<file path="src/rtl/spi_param_rx_pkg.sv">
// spi_param_rx_pkg: state encoding shared by the SPI parameter receiver
package spi_param_rx_pkg;
  typedef logic [1:0] state_t;
  localparam state_t IDLE = 2'd0;
  localparam state_t ADDR = 2'd1;
  localparam state_t DATA = 2'd2;
  localparam state_t WAIT_END = 2'd3;
endpackage

</file>
<file path="src/rtl/spi_param_rx_if.sv">
// spi_param_rx_if: SPI pins (sclk, spi_load, spi_data) in, write strobe bus (wr_en, wr_addr, wr_data, frame_err, busy) out
interface spi_param_rx_if #(parameter int ADDR_W = 8, parameter int DATA_W = 8);
  logic sclk, spi_load, spi_data, wr_en, frame_err, busy;
  logic [ADDR_W-1:0] wr_addr;
  logic [DATA_W-1:0] wr_data;
  modport master (output sclk, spi_load, spi_data, input wr_en, wr_addr, wr_data, frame_err, busy);
  modport slave (input sclk, spi_load, spi_data, output wr_en, wr_addr, wr_data, frame_err, busy);
endinterface

</file>
<file path="src/rtl/spi_param_rx_sync_edge.sv">
// spi_param_rx_sync_edge: 2-FF synchroniser with registered level (q) and rise/fall pulses, all aligned; ports clk, rst, d -> q, rise, fall
module spi_param_rx_sync_edge (
  input  logic clk,
  input  logic rst,
  input  logic d,
  output logic q,
  output logic rise,
  output logic fall
);
  logic [1:0] s;
  always_ff @(posedge clk) begin
    if (rst) begin
      s <= '0;
      q <= 1'b0;
      rise <= 1'b0;
      fall <= 1'b0;
    end else begin
      s <= {s[0], d};
      q <= s[1];
      rise <= s[1] & ~q;
      fall <= ~s[1] & q;
    end
  end
endmodule

</file>
<file path="src/rtl/spi_param_rx.sv">
// spi_param_rx: oversampled SPI slave turning address+data bursts on int_osc/reset into write strobes via bus; optional timeout with SPI_RX_TIMEOUT_EN
module spi_param_rx
  import spi_param_rx_pkg::*;
#(
  parameter int ADDR_W = 8,
  parameter int DATA_W = 8,
  parameter int MAX_WORDS = 512,
  parameter int AUTO_INC = 1,
  parameter int TIMEOUT_CYC = 4096
) (
  input logic int_osc,
  input logic reset,
  spi_param_rx_if.slave bus
);
  localparam int CNT_W = $clog2(MAX_WORDS + 2);
  localparam int BIT_W = $clog2((ADDR_W > DATA_W ? ADDR_W : DATA_W) + 1);
  state_t state;
  logic [BIT_W-1:0] bit_cnt, bit_nx, bit_after;
  logic [CNT_W-1:0] word_cnt, word_after;
  logic [ADDR_W-1:0] addr_sr, addr_reg, addr_nx;
  logic [DATA_W-1:0] data_sr, data_nx;
  logic [1:0] settle;
  logic sclk_rise, load_rise, load_fall, load_q, data_q, addr_done, word_done, wr_ok;
  logic sclk_unused_q, sclk_unused_fall, data_unused_rise, data_unused_fall;
`ifdef SPI_RX_TIMEOUT_EN
  localparam int TO_W = $clog2(TIMEOUT_CYC);
  logic [TO_W-1:0] idle_cnt;
`endif
  spi_param_rx_sync_edge u_sclk (.clk(int_osc), .rst(reset), .d(bus.sclk), .q(sclk_unused_q), .rise(sclk_rise), .fall(sclk_unused_fall));
  spi_param_rx_sync_edge u_load (.clk(int_osc), .rst(reset), .d(bus.spi_load), .q(load_q), .rise(load_rise), .fall(load_fall));
  spi_param_rx_sync_edge u_data (.clk(int_osc), .rst(reset), .d(bus.spi_data), .q(data_q), .rise(data_unused_rise), .fall(data_unused_fall));
  assign bit_nx = bit_cnt + 1'b1;
  assign addr_nx = {addr_sr[ADDR_W-2:0], data_q};
  assign data_nx = {data_sr[DATA_W-2:0], data_q};
  assign addr_done = state == ADDR && sclk_rise && bit_nx == BIT_W'(ADDR_W);
  assign word_done = state == DATA && sclk_rise && bit_nx == BIT_W'(DATA_W);
  assign wr_ok = word_cnt < CNT_W'(MAX_WORDS);
  assign bit_after = (addr_done || word_done) ? '0 : sclk_rise ? bit_nx : bit_cnt;
  assign word_after = (word_done && word_cnt != CNT_W'(MAX_WORDS + 1)) ? word_cnt + 1'b1 : word_cnt;
  assign bus.busy = state == ADDR || state == DATA;
  always_ff @(posedge int_osc) begin
    if (reset) begin
      state <= WAIT_END;
      bit_cnt <= '0;
      word_cnt <= '0;
      addr_sr <= '0;
      data_sr <= '0;
      addr_reg <= '0;
      settle <= '0;
      bus.wr_en <= 1'b0;
      bus.wr_addr <= '0;
      bus.wr_data <= '0;
      bus.frame_err <= 1'b0;
`ifdef SPI_RX_TIMEOUT_EN
      idle_cnt <= '0;
`endif
    end else begin
      bus.wr_en <= 1'b0;
      bus.frame_err <= 1'b0;
      settle <= settle + {1'b0, settle != 2'd3};
      case (state)
        IDLE: begin
          if (load_rise) begin
            state <= ADDR;
            bit_cnt <= '0;
            word_cnt <= '0;
`ifdef SPI_RX_TIMEOUT_EN
            idle_cnt <= '0;
`endif
          end
        end
        WAIT_END: state <= (settle == 2'd3 && !load_q) ? IDLE : WAIT_END;
        default: begin
          bit_cnt <= bit_after;
          word_cnt <= word_after;
          if (sclk_rise && state == ADDR) addr_sr <= addr_nx;
          if (sclk_rise && state == DATA) data_sr <= data_nx;
          if (addr_done) begin
            addr_reg <= addr_nx;
            state <= DATA;
          end
          if (word_done && wr_ok) begin
            bus.wr_en <= 1'b1;
            bus.wr_addr <= addr_reg;
            bus.wr_data <= data_nx;
          end
          if (word_done && AUTO_INC != 0) addr_reg <= addr_reg + 1'b1;
`ifdef SPI_RX_TIMEOUT_EN
          idle_cnt <= sclk_rise ? '0 : idle_cnt + 1'b1;
          if (!sclk_rise && !load_fall && idle_cnt == TO_W'(TIMEOUT_CYC - 1)) begin
            bus.frame_err <= 1'b1;
            state <= WAIT_END;
          end
`endif
          if (load_fall) begin
            state <= IDLE;
            bus.frame_err <= bit_after != '0 || word_after > CNT_W'(MAX_WORDS);
          end
        end
      endcase
    end
  end
endmodule

</file>
<file path="src/flat_wrapper.sv">
// flat-port wrapper written by rule: the top's interface ports become plain ports
module spi_param_rx_flat import spi_param_rx_pkg::*;
#(
  parameter int ADDR_W = 8,
  parameter int DATA_W = 8,
  parameter int MAX_WORDS = 512,
  parameter int AUTO_INC = 1,
  parameter int TIMEOUT_CYC = 4096
)
  (int_osc, reset, bus_sclk, bus_spi_load, bus_spi_data, bus_wr_en, bus_wr_addr, bus_wr_data, bus_frame_err, bus_busy);
  spi_param_rx_if #(.ADDR_W(ADDR_W), .DATA_W(DATA_W)) bus_i ();
  input logic int_osc;
  input logic reset;
  input wire logic [$bits(bus_i.sclk)-1:0] bus_sclk;
  input wire logic [$bits(bus_i.spi_load)-1:0] bus_spi_load;
  input wire logic [$bits(bus_i.spi_data)-1:0] bus_spi_data;
  output wire logic [$bits(bus_i.wr_en)-1:0] bus_wr_en;
  output wire logic [$bits(bus_i.wr_addr)-1:0] bus_wr_addr;
  output wire logic [$bits(bus_i.wr_data)-1:0] bus_wr_data;
  output wire logic [$bits(bus_i.frame_err)-1:0] bus_frame_err;
  output wire logic [$bits(bus_i.busy)-1:0] bus_busy;
  assign bus_i.sclk = bus_sclk;
  assign bus_i.spi_load = bus_spi_load;
  assign bus_i.spi_data = bus_spi_data;
  assign bus_wr_en = bus_i.wr_en;
  assign bus_wr_addr = bus_i.wr_addr;
  assign bus_wr_data = bus_i.wr_data;
  assign bus_frame_err = bus_i.frame_err;
  assign bus_busy = bus_i.busy;
  spi_param_rx #(.ADDR_W(ADDR_W), .DATA_W(DATA_W), .MAX_WORDS(MAX_WORDS), .AUTO_INC(AUTO_INC), .TIMEOUT_CYC(TIMEOUT_CYC)) u_core (.int_osc(int_osc), .reset(reset), .bus(bus_i));
endmodule
</file>
<file path="config.mk">
export PLATFORM = sky130hd
export DESIGN_NAME = spi_param_rx_flat
export DESIGN_NICKNAME = d
export VERILOG_FILES = /design/src/rtl/spi_param_rx_pkg.sv /design/src/rtl/spi_param_rx_if.sv /design/src/rtl/spi_param_rx_sync_edge.sv /design/src/rtl/spi_param_rx.sv /design/src/flat_wrapper.sv
export SDC_FILE = /design/constraint.sdc
export NUM_CORES = 1
export LEC_CHECK = 0
export ABC_AREA = 1
export CAP_MARGIN = 5
export CORE_UTILIZATION = 45
export DETAILED_ROUTE_END_ITERATION = 8
export PLACE_DENSITY = 0.65
export SKIP_LAST_GASP = 1
export SYNTH_ARGS = -nofsm -noshare
export SYNTH_HDL_FRONTEND = slang
export SYNTH_SLANG_ARGS = --single-unit
</file>
<file path="constraint.sdc">
create_clock -name int_osc -period 4.9 [get_ports int_osc]
set_input_delay 0.49 -clock int_osc [delete_from_list [all_inputs] [get_ports int_osc]]
set_output_delay 0.49 -clock int_osc [all_outputs]
set_load 0.1 [all_outputs]
</file>
### Word level (Yosys, flattened, before mapping)

Cells that the tools add are included.

| storage, ports and cells | value |
|---|---|
| register bits after elaboration | 70 |
| input port bits | 5 |
| output and inout bits | 19 |
| word-level logic and storage cells | 82 |

| operators by class | value |
|---|---|
| add/sub/neg operators | 4 |
| magnitude comparators | 2 |
| equality and inequality tests | 8 |
| mux-type cells | 15 |
| bitwise logic cells | 9 |
| reduce and logical (&&, ||, !) cells | 24 |

Operators by type and width:

| cell | count |
|---|---|
| $mux 10 | 2 |
| $pmux 10 s2 | 1 |
| $mux 8 | 2 |
| $mux 4 | 3 |
| $reduce_and 2->1 | 6 |
| $add 10x1->10 const B | 1 |
| $gt 10x10->1 const B | 1 |
| $lt 10x10->1 const B | 1 |
| $ne 10x10->1 const B | 1 |
| $add 8x1->8 const B | 1 |
| $mux 2 | 4 |
| $pmux 4 s2 | 1 |
| $reduce_bool 4->1 | 2 |
| $logic_and 1x1->1 | 7 |
| $eq 2x2->1 const B | 3 |
| $not 1->1 | 6 |
| $add 4x1->4 const B | 1 |
| $eq 4x4->1 const B | 1 |
| $ne 2x2->1 const B | 2 |
| $pmux 2 s2 | 1 |
| $reduce_or 4->1 | 1 |
| $and 1x1->1 | 3 |
| $logic_or 1x1->1 | 3 |
| $reduce_or 3->1 | 1 |
| other kinds (7) | 7 |

### Longest topological paths before layout

Gate-level depths: netlist (run 1).

| depth | value |
|---|---|
| word-level depth | 7 |
| mapped depth | 15 |
| mapped depth without buffers | 15 |

### By module

Synthesis (run 1) repeated with hierarchy kept, for this count alone.

| unflattened totals | value |
|---|---|
| cells, all modules | 467 |
| area total of the unflattened synthesis | 3,344.5 um^2 |

Modules (own cells, without submodules):

| module | instances | cells an instance | area an instance (um^2) | sequential area each (um^2) |
|---|---|---|---|---|
| spi_param_rx | 1 | 422 | 2,924.1 | 1,161.1 |
| spi_param_rx_sync_edge | 3 | 15 | 140.1 | 100.1 |

### Worst setup path after synthesis (run 1)

No wires, ideal clock.

| timing path | value |
|---|---|
| kind | reg-to-reg |
| start point | register u_core.state[0] |
| end point | register u_core.addr_sr[5] |
| setup time | 0.127 ns |
| arrival | 2.234 ns |
| required time | 4.773 ns |
| path slack | 2.538 ns |
| cell stages (with the launch flop) | 8 |
| buffers on the path | 2 |
| period minus slack after synthesis | 2.362 ns |
| cells stage by stage | dfxtp_1 inv_1 ha_1 clkbuf_1 nand3_1 clkbuf_1 o21ai_0 a21oi_1 |

| on the way | value |
|---|---|
| longest elaborated chain between the ends | 4 |
| elaborated cells between the ends (all ways) | 7 |
| classes of those cells | eq/ne (2); bitwise (1); reduce/logical (4) |

Ends and longest elaborated chain:

| item | line | source |
|---|---|---|
| from (decl) | spi_param_rx.sv:17 | `state_t state;` |
| from (signal assigned) | spi_param_rx.sv:72 | `WAIT_END: state <= (settle == 2'd3 && !load_q) ? IDLE : WAIT_END;` |
| $eq 2x2->1 / $logic_not 2->1 (equally long branches) | spi_param_rx.sv:61 | `case (state)` |
| $reduce_or 2->1 (no source line) | n/a |  |
| $not 1->1 (no source line) | n/a |  |
| $reduce_and 2->1 (no source line) (*) | n/a |  |
| to (signal assigned) | spi_param_rx.sv:76 | `if (sclk_rise && state == ADDR) addr_sr <= addr_nx;` |
| to (decl) | spi_param_rx.sv:20 | `logic [ADDR_W-1:0] addr_sr, addr_reg, addr_nx;` |

Every way passes the cells marked *; elsewhere a longest branch is shown, timed or not.
A chain may end at the register's enable or synchronous reset.

### Worst setup path after layout (run 1)

| timing path | value |
|---|---|
| start point | register u_core.state[0] |
| end point | output port bus_busy |

| on the way | value |
|---|---|
| longest elaborated chain between the ends | 2 |
| elaborated cells between the ends (all ways) | 3 |
| classes of those cells | eq/ne (2); reduce/logical (1) |

Ends and longest elaborated chain:

| item | line | source |
|---|---|---|
| $eq 2x1->1 / $eq 2x2->1 (equally long branches) | spi_param_rx.sv:40 | `assign bus.busy = state == ADDR \|\| state == DATA;` |
| $logic_or 1x1->1 (*) | spi_param_rx.sv:40 |  |
| to (decl) | flat_wrapper.sv:21 | `output wire logic [$bits(bus_i.busy)-1:0] bus_busy;` |

Marked as above.

==> results of run 1 <==
-- cell type report --
class,count,area [sq um]
Sequential cell,70,1401
Clock inverter,6,92.59
Fill cell,736,3386
Tap cell,99,123.9
Clock buffer,10,137.6
Inverter,55,211.5
Timing Repair Buffer,25,240.2
Multi-Input combinational cell,303,1622
-- cells in the final DEF, fill, tap and decap left out, types with 3 or more instances in the layout --
cell type,instances
a31oi_1,4
o32ai_1,3
ha_1,9
inv_1,50
xor2_1,7
nor2_1,25
nor2_4,4
nand2_2,5
nand2_1,100
inv_2,3
nor2_2,3
dfxtp_1,70
nand4_1,8
nand3_1,42
clkbuf_8,10
clkdlybuf4s50_1,22
o21ai_0,24
a21oi_1,45
nor3_1,5
-- logic make-up (layout without fill, tap and decap cells) --
family | after synthesis | count (layout)
AOI/OAI and AO/OA | 86 | 86
and+or+nand+nor | 199 | 199
DFF | 70 | 70
adders and majority gates | 9 | 9
xor gates and xnor gates | 9 | 9
buffers and inverters | 74 | 96
-- worst min path at each step --
| stage | start | depth (start not counted) | to | slack [ns] |
|---|---|---|---|---|
| floorplan | u_core.u_sclk.q | 1 | u_core.u_sclk.rise | 0.37 |
| global placement | u_core.u_sclk.q | 1 | u_core.u_sclk.rise | 0.38 |
| detailed placement | u_core.u_sclk.q | 1 | u_core.u_sclk.rise | 0.38 |
| CTS | u_core.u_sclk.q | 1 | u_core.u_sclk.rise | 0.40 |
| global route | u_core.u_data.s[0] | 2 | u_core.u_data.s[1] | 0.42 |
| finish | u_core.u_sclk.q | 1 | u_core.u_sclk.rise | 0.39 |
-- where the power goes --
part | leakage (nW) | internal [W] | switching (W) | total [W]
Combinational | 0.781 | 0.0000572 | 0.000213 | 0.000270
Sequential | 0.567 | 0.000583 | 0.0000116 | 0.000594
Clock | 0.109 | 0.000303 | 0.000224 | 0.000527
-- per-stage QoR --
step           area, sq um  utilization [%]  total power (W)  cells
3_5_place_dp          3598            49.88        0.0008774    552
2_1_floorplan         3352                -        0.0008191    447
6_report              3829            53.07         0.001391    568
3_3_place_gp          3598            49.88        0.0008724    552
4_1_cts               3829            53.07         0.001407    568
5_1_grt               3829            53.07         0.001457    568
-- layer usage --
metal / vias to the layer above / wire length [um] / track usage (%)
li1: 1500 / - / -
met1: 1300 / 3121 / 21.65
met2: 52 / 3218 / 31.33
met3: 10 / 216 / 4.478
met4: 0 / 65 / 6.158
met5: - / 0 / 0
==> results.md, run 1 <==
* Critical path depth at 3
* Slew Viols, Final at 0
* Synth-to-layout area growth at 14.22%
* Core area at 7214 sq um
* Setup-failing EPs final at 0
* Cell taking the most area after synthesis: dfxtp_1
* IO Port Bufs at 23
* Final setup margin at 2.204 ns
* FF+latch count, synth at 70
* R2R setup slack at around 2.7 ns
* CTS Hold Bufs at 0
* Antenna violations before repair at 0
* Hold WC Path Type: reg -> reg
* Max reg flops at 10
* Slew @ Worst Pin at just under 1 ns
* Compound-cell area share of the yosys netlist at between 10% and 20%
* Die width at 88.31 um
* Syn avg cell area at between 7 and 8 sq um
* Setup bufs post-CTS at 0
* Status: finished clean
* Pwr Density at 363.3 nW/um^2
* Clock period minus worst slack at 2.696 ns
* Final Hold Viols at 0
* RSZ-0062 raised after global routing: no
* Fin nets at around 480
* Clock transition at the registers of the reported paths at approximately 0.08 ns
* Sequential fraction of the synthesis area at 41.81%
* Aggregate global routing overflow at 0
* Proportion of layout cells with a drive suffix above 1 at between 9 and 10%
* Synthesized-area fraction occupied by adder cells at roughly 3.4%
* Clk sinks at 70
* Top cells by area, synth: dfxtp_1 42%, nand2_1 11%, a21oi_1 6.7%, nand3_1 6.3%, inv_1 5.6%
* Clock root buffer: clkbuf_8
* DP Worst Slack at approximately 2.6 ns
* Main synth FF type: dfxtp_1
* Simple-gate share of the synthesized area at 28.44%
* Slowest cell on crit path: clkdlybuf4s50_1
* Setup TNS at 0 ns
* CP top delay family: buffers and inverters
* CP cell instances: inv_1 > ha_1 > clkdlybuf4s50_1
* Worst r2r path cells at 12
* Post-Route WL at 6621 um
* Final RePlAce weighted congestion at 0.8662
* Syn nets at 461
* Post-DR wirelength/cell at 11.66 um
* Slew HR at between 30% and 40%
* CP Buf/Inv Count at 2
* First-pass GRT wire length at between 10000 and 15000 um
* Vias/cell at 5.039
* Leakage at around 1.5 nW
* Post-synth EDFFs at 0
* Crit path from: u_core.state[0]
* Kind of critical path: reg -> out
* HPWL Detailed at 4524 um
* Initial Utilization at between 40% and 50%
* Largest net degree at the start of global routing at 53
* Maximum vdd drop at between 0.2 and 0.3 mV
* Antenna cell count at 0
* CTS Buffer Depth at 2
* Main combinational cell family by area after synthesis: simple AND/OR/NAND/NOR gates
* Htree depth at 3
* Synth warn at 0
* CP Launch Type: flip-flop
* Die area at just under 8000 sq um
* Total CTS buffers at 9
* Post-synthesis async set-or-reset flop share at 0%
* Vias in the first global route at approximately 2600
* Mux cell area share after synthesis at 0%
* Most common cell in the synthesized netlist: nand2_1
* Reg with most FFs: u_core.word_cnt
* Clock skew at approximately 0.0060 ns
* Reg-to-Reg Start: u_core.bit_cnt[0]
* Detail Route Antenna Nets at 0
* Distinct cells, synth at 37
* Initial DRC Count at 160
* WP data required at between 4 and 5 ns
* Post-synth top cells: 100 x nand2_1, 70 x dfxtp_1, 50 x inv_1
* FP Rows at 31
* Achievable Freq at about 0.37 GHz
* Crit path arrival time at between 2 and 2.5 ns
* Cts repair resizes at 0
* All-Layer GR Usage at 18.01%
* Fin crit share at between 50% and 60%
* First-pass DRT Iterations at 5
* Via count at roughly 2900
* Chip height at about 88 um
* Post-synth top area share at around two fifths
* CTS tree: yes
* CP max stage delay at around 1.1 ns
* DRC violations left at 0
* XOR/XNOR Fraction of Synth Area at roughly 2.4%
* Gate count of the mapped netlist at roughly 450
* Worst Setup EP: bus_busy
* Crit path max fanout at 4
* Max Cap Violations at 0
* Worst-Skew Late Latency at 0.34 ns
* Critical R2R Capture: u_core.addr_reg[0]
* Mapped Area at between 3000 and 4000 sq um
* CP endpoint kind: output port
* Hold Slack at 0.3926 ns
* I/O pins at 24
Power figures use the tool's default switching activity.
==> inputs of run 2 (changes only) <==
- clock period: 4.9 -> 2.8 ns (I/O delays scaled with it)
==> run 2 against run 1 <==
Net effect: combinational power increased by 84%; via count decreased by 1.3%; worst hold slack got worse by 0.00094 ns; flip-flop and latch count unchanged; clock power increased by 35%; utilization decreased by 1.4 points; non-clock buffer count unchanged; total power increased by 62%; largest cell class unchanged.
==> results.md, run 2 (synthesized netlist as in run 1, its figures left out) <==
* Status: finished clean
* Setup bufs post-CTS at 0
* Die width at roughly 88 um
* End-of-flow core utilization at 51.68%
* CP endpoint kind: flip-flop
* Max Cap Violations at 0
* Kind of critical path: reg -> reg
* Detail Route Antenna Nets at 0
* Initial Utilization at around 46%
* Post-DR wirelength/cell at 11.90 um
* Core area at approximately 7000 sq um
* WP data required at a little over 3 ns
* Initial DRC Count at roughly 160
* Largest net degree at the start of global routing at 52
* Slew Viols, Final at 0
* Critical R2R Capture: u_core.addr_reg[0]
* Crit path arrival time at ~2.4 ns
* Proportion of layout cells with a drive suffix above 1 at a little over an eighth
* Setup-failing EPs final at 0
* RSZ-0062 raised after global routing: no
* Post-Route WL at 6746 um
* Fin nets at between 400 and 500
* Antenna violations before repair at 0
* Most frequent cells in the layout: 100 x nand2_1, 70 x dfxtp_1, 50 x inv_1
* Top layer in use: met4
* Fin crit share at 77.00%
* Achievable Freq at ~0.46 GHz
* Slew HR at between 60% and 70%
* Slew @ Worst Pin at 0.5406 ns
* I/O pins at 24
* # fillers at 733
* Cts repair resizes at 0
* Reg with most FFs: u_core.word_cnt
* Clock transition at the registers of the reported paths at around 0.08 ns
* All-Layer GR Usage at between 10% and 20%
* Clock root buffer: clkbuf_8
* R2R setup slack at around 0.64 ns
* Finished Cell Area at ~3700 sq um
* DRC violations left at 0
* CTS Hold Bufs at 0
* Leakage at 1.479 nW
* CTS tree: yes
* CTS Buffer Depth at 2
* Crit path max fanout at 15
* FP Rows at 31
* Met2 WL at between 3000 and 4000 um
* Vias/cell at around 5.0
* Worst-Skew Late Latency at 0.33 ns
* Overall Power at 0.002252 W
* Setup TNS at 0 ns
* Crit path from: u_core.bit_cnt[0]
* Max reg flops at 10
* M1 WL at roughly 3400 um
* Clock skew at about 0.0094 ns
* WL met3 at about 170 um
* Antenna cell count at 0
* Most common cell after layout, fill and taps aside: nand2_1
* First-pass DRT Iterations at 4
* Final Hold Viols at 0
* Placed cell area at roughly 3600 sq um
* HPWL Detailed at 4691 um
* Aggregate global routing overflow at 0
* Reg-to-Reg Start: u_core.bit_cnt[0]
* Hold WC Path Type: reg -> reg
* Maximum vdd drop at just under 0.4 mV
* Die area at just under 8000 sq um
* Pwr Density at 603.9 nW/um^2
* First-pass GRT wire length at 11790 um
* Hold depth at 1
* Vias in the first global route at about 2600
* IO Port Bufs at 23
* Final RePlAce weighted congestion at a little under 0.9
* Clock period minus worst slack at between 2 and 2.5 ns
* Via count at approximately 2800
* Clk sinks at 70
* Worst Setup EP: u_core.addr_reg[0]
* CP Launch Type: flip-flop
* Htree depth at 3
* Synth-to-layout area growth at 11.24%
* Total CTS buffers at 9
* Chip height at about 90 um
* Worst r2r path cells at 12
==> run 2: changes by cell type in the layout (fill, tap and decap cells not counted) <==
cell and delta:
bufinv_16 -2, inv_6 -1, buf_4 +18, clkinv_2 +3
clkdlybuf4s50_1 -19, clkbuf_1 +1, buf_12 +1, clkinvlp_4 -2
==> run 2: worst min path at each step <==
stage	to	startpoint	slack (ns)
after floorplan	u_core.u_sclk.rise	u_core.u_sclk.q	0.37
after global placement	u_core.u_sclk.rise	u_core.u_sclk.q	0.38
after detailed placement	u_core.u_sclk.rise	u_core.u_sclk.q	0.38
after CTS	u_core.u_sclk.rise	u_core.u_sclk.q	0.39
after global routing	u_core.u_sclk.rise	u_core.u_sclk.q	0.40
final	u_core.u_sclk.rise	u_core.u_sclk.q	0.39
==> run 2: routing by layer <==
metal	up-vias	global-route usage, %
met4	0	6.745
met1	1287	26.44
met5	-	0
met2	41	30.91
met3	8	3.358
li1	1488	-
==> run 2: power breakdown <==
part           switching (W)  internal [W]
clock network       0.000375      0.000338
logic               0.000372      0.000126
registers          0.0000207       0.00102
total               0.000768       0.00148
==> run 2: cell type report <==
cell class,count,area [sq um],area share (%)
Clock buffer,11,141.4,3.792
Clock inverter,4,23.77,0.6376
Inverter,55,211.5,5.671
Multi-Input combinational cell,303,1622,43.49
Sequential cell,70,1401,37.58
Tap cell,99,123.9,3.322
Timing Repair Buffer,25,205.2,5.503
==> run 2: critical path, cell delays in order (launching register included) <==
cell,delay (ns)
dfxtp_1,0.46
ha_1,0.22
inv_1,0.05
nand2_1,0.08
nand2_2,0.08
nor2_4,0.11
nand2_4,0.08
nor2_8,0.24
nor2_4,0.10
nor2_4,0.26
inv_1,0.11
a211oi_1,0.19
nor2_1,0.06
==> run 2: through the flow <==
stage | instances | hold WS, ns | setup WS [ns]
3_3_place_gp | 552 | 0.3766 | 0.6829
2_1_floorplan | 447 | 0.3728 | 0.4384
6_report | 567 | 0.3916 | 0.6440
4_1_cts | 567 | 0.3928 | 0.6474
5_1_grt | 567 | 0.3961 | 0.3880
3_5_place_dp | 552 | 0.3824 | 0.6670
==> inputs of run 3 (changes only) <==
- PLACE_DENSITY: 0.65 -> 0.67
- clock period: 2.8 -> 1.9 ns (I/O delays scaled with it)
==> run 3 against run 2 <==
Net effect: combinational power increased by 64%; largest power group unchanged; critical path depth unchanged; critical endpoint is now u_core.addr_reg[5]; via count rose by 4.7%; first-iteration DRC count grew 1.8%; critical path type unchanged; clock power rose by 71%; clock skew decreased by 0.0021 ns.
==> results.md, run 3 (synthesized netlist as in run 1, its figures left out) <==
* Fin nets at 501
* Kind of critical path: reg -> reg
* Detail Route Antenna Nets at 0
* Crit path max fanout at 7
* Core area at 7214 sq um
* Final RePlAce weighted congestion at 0.9308
* Aggregate global routing overflow at 0
* Final Hold Viols at 0
* Slew HR at 70.59%
* WP data required at around 2.1 ns
* Reg with most FFs: u_core.word_cnt
* CP cell instances: ha_4 > inv_1 > nand2_2 > nand2_2 > nor2_4 > nand2_4 > nor2_8 > nor2_4 > nor2_4 > inv_1 > o21ai_2 > a21oi_1
* Die area at approximately 7800 sq um
* Clk sinks at 70
* Hold WC Path Type: in -> reg
* Post-DR wirelength/cell at 12.27 um
* Proportion of layout cells with a drive suffix above 1 at between 20% and 30%
* Reg-to-Reg Start: u_core.bit_cnt[0]
* Crit path arrival time at slightly above 2 ns
* Critical hold path startpoint: reset
* Sw frac at 33.03%
* Total CTS buffers at 9
* Slew Viols, Final at 0
* CP endpoint kind: flip-flop
* Pwr Density at between 800 and 900 nW/um^2
* Largest net degree at the start of global routing at 31
* Worst-Skew Late Latency at 0.35 ns
* Chip height at roughly 90 um
* First-pass GRT wire length at around 12000 um
* RSZ-0062 raised after global routing: yes
* Clock transition at the registers of the reported paths at approximately 0.080 ns
* Achievable Freq at ~0.56 GHz
* Setup-failing EPs final at 0
* Max reg flops at 10
* Clock skew at roughly 0.0073 ns
* Hold Slack at around 0.24 ns
* Htree depth at 3
* Hold EP: u_core.bit_cnt[1]
* I/O pins at 24
* Slew @ Worst Pin at roughly 0.44 ns
* Leakage at between 1.5 and 2 nW
* R2R setup slack at around 0.11 ns
* Slowest cell on crit path: dfxtp_4
* Most common cell after layout, fill and taps aside: nand2_1
* Via count at just under 3000
* CTS Hold Bufs at 0
* Post-Route WL at approximately 7300 um
* Hold depth at 4
* NetSw at 0.001180 W
* Initial Utilization at 46.46%
* IO Port Bufs at 23
* FP Rows at 31
* DRC violations left at 0
* Clock Power Share at around a third
* HPWL Detailed at 5039 um
* CTS tree: yes
* Synth-to-layout area growth at 20.46%
* End-of-flow core utilization at between 50% and 60%
* Internal at 0.002393 W
* Reg power frac at between 40% and 50%
* Clock period minus worst slack at ~1.8 ns
* All-Layer GR Usage at roughly 20%
* # fillers at 700
* Max Cap Violations at 0
* Status: finished clean
* Worst r2r path cells at 12
* Clock root buffer: clkbuf_8
* CP max stage delay at ~0.39 ns
* Fin crit share at between 90% and 100%
* Most frequent cells in the layout: 95 x nand2_1, 67 x dfxtp_1, 48 x inv_1
* Maximum vdd drop at 0.6572 mV
* Antenna cell count at 0
* Critical R2R Capture: u_core.addr_reg[5]
* CP Launch Type: flip-flop
* Antenna violations before repair at 0
* Vias in the first global route at ~2600
* CTS Buffer Depth at 2
* Most common cell on crit path: nor2_4
* Logic pwr share at a little under a quarter
* Die width at approximately 88 um
* Overall Power at approximately 0.0036 W
* First-pass DRT Iterations at 4
* Vias/cell at 5.005
* Initial DRC Count at around 170
## run 3: how the worst max path moves through the flow
stage / end / slack (ns) / startpoint
3_3_place_gp: u_core.addr_reg[1] / 0.03 / u_core.bit_cnt[0]
6_report: u_core.addr_reg[5] / 0.11 / u_core.bit_cnt[0]
3_5_place_dp: u_core.addr_reg[1] / -0.05 / u_core.bit_cnt[0]
2_1_floorplan: u_core.addr_sr[5] / 0.08 / u_core.state[0]
4_1_cts: u_core.bus.frame_err / 0.009 / u_core.bit_cnt[0]
5_1_grt: u_core.bus.frame_err / -0.006 / u_core.bit_cnt[0]
## run 3: power by group through the flow
stage	clock network (W)	logic [W]	registers, W
after detailed placement	0	0.000811	0.00157
after CTS	0.00126	0.000813	0.00153
after floorplan	0	0.000596	0.00156
after global placement	0	0.000810	0.00156
after global routing	0.00132	0.000891	0.00154
final	0.00122	0.000819	0.00153
## run 3: metal layers
layer / vias up / GRT usage, % / wire length [um]
met4: 0 / 7.038 / 154
met5: - / 0 / 0
met1: 1347 / 25.72 / 3396
li1: 1538 / - / -
met2: 57 / 32.03 / 3418
met3: 16 / 5.877 / 284
## run 3: metrics by stage
step	setup TNS, ns	worst slack, ns	instance area (sq um)	cells
after floorplan	0	0.07520	3366	447
after global placement	0	0.02605	3716	569
after detailed placement	-0.2146	-0.05177	3716	569
after CTS	0	0.008723	3931	586
after global routing	-0.007678	-0.006187	4038	591
final	0	0.1059	4038	591
## run 3: timing repair
item / in CTS / in global routing
setup buffers: 1 / 5
resized for setup: 5 / 20
pin swaps: 2 / 12
endpoints found under the setup margin: 21 / 26
## run 3: critical path, delay by kind of cell (launching register included)
kind	cells	cell delay, ns
simple gates	7	0.77
flops	1	0.39
compound gates	2	0.21
buf+inv	2	0.15
fa+ha+maj	1	0.14
## run 3: layout make-up
cell class                      instances  area (sq um)  area share, %
Tap cell                               99         123.9          3.068
Timing Repair Buffer                   48         401.6          9.947
Clock inverter                          5         58.81          1.456
Multi-Input combinational cell        303          1690          41.87
Inverter                               55         211.5          5.237
Sequential cell                        70          1410          34.92
Clock buffer                           11         141.4          3.502
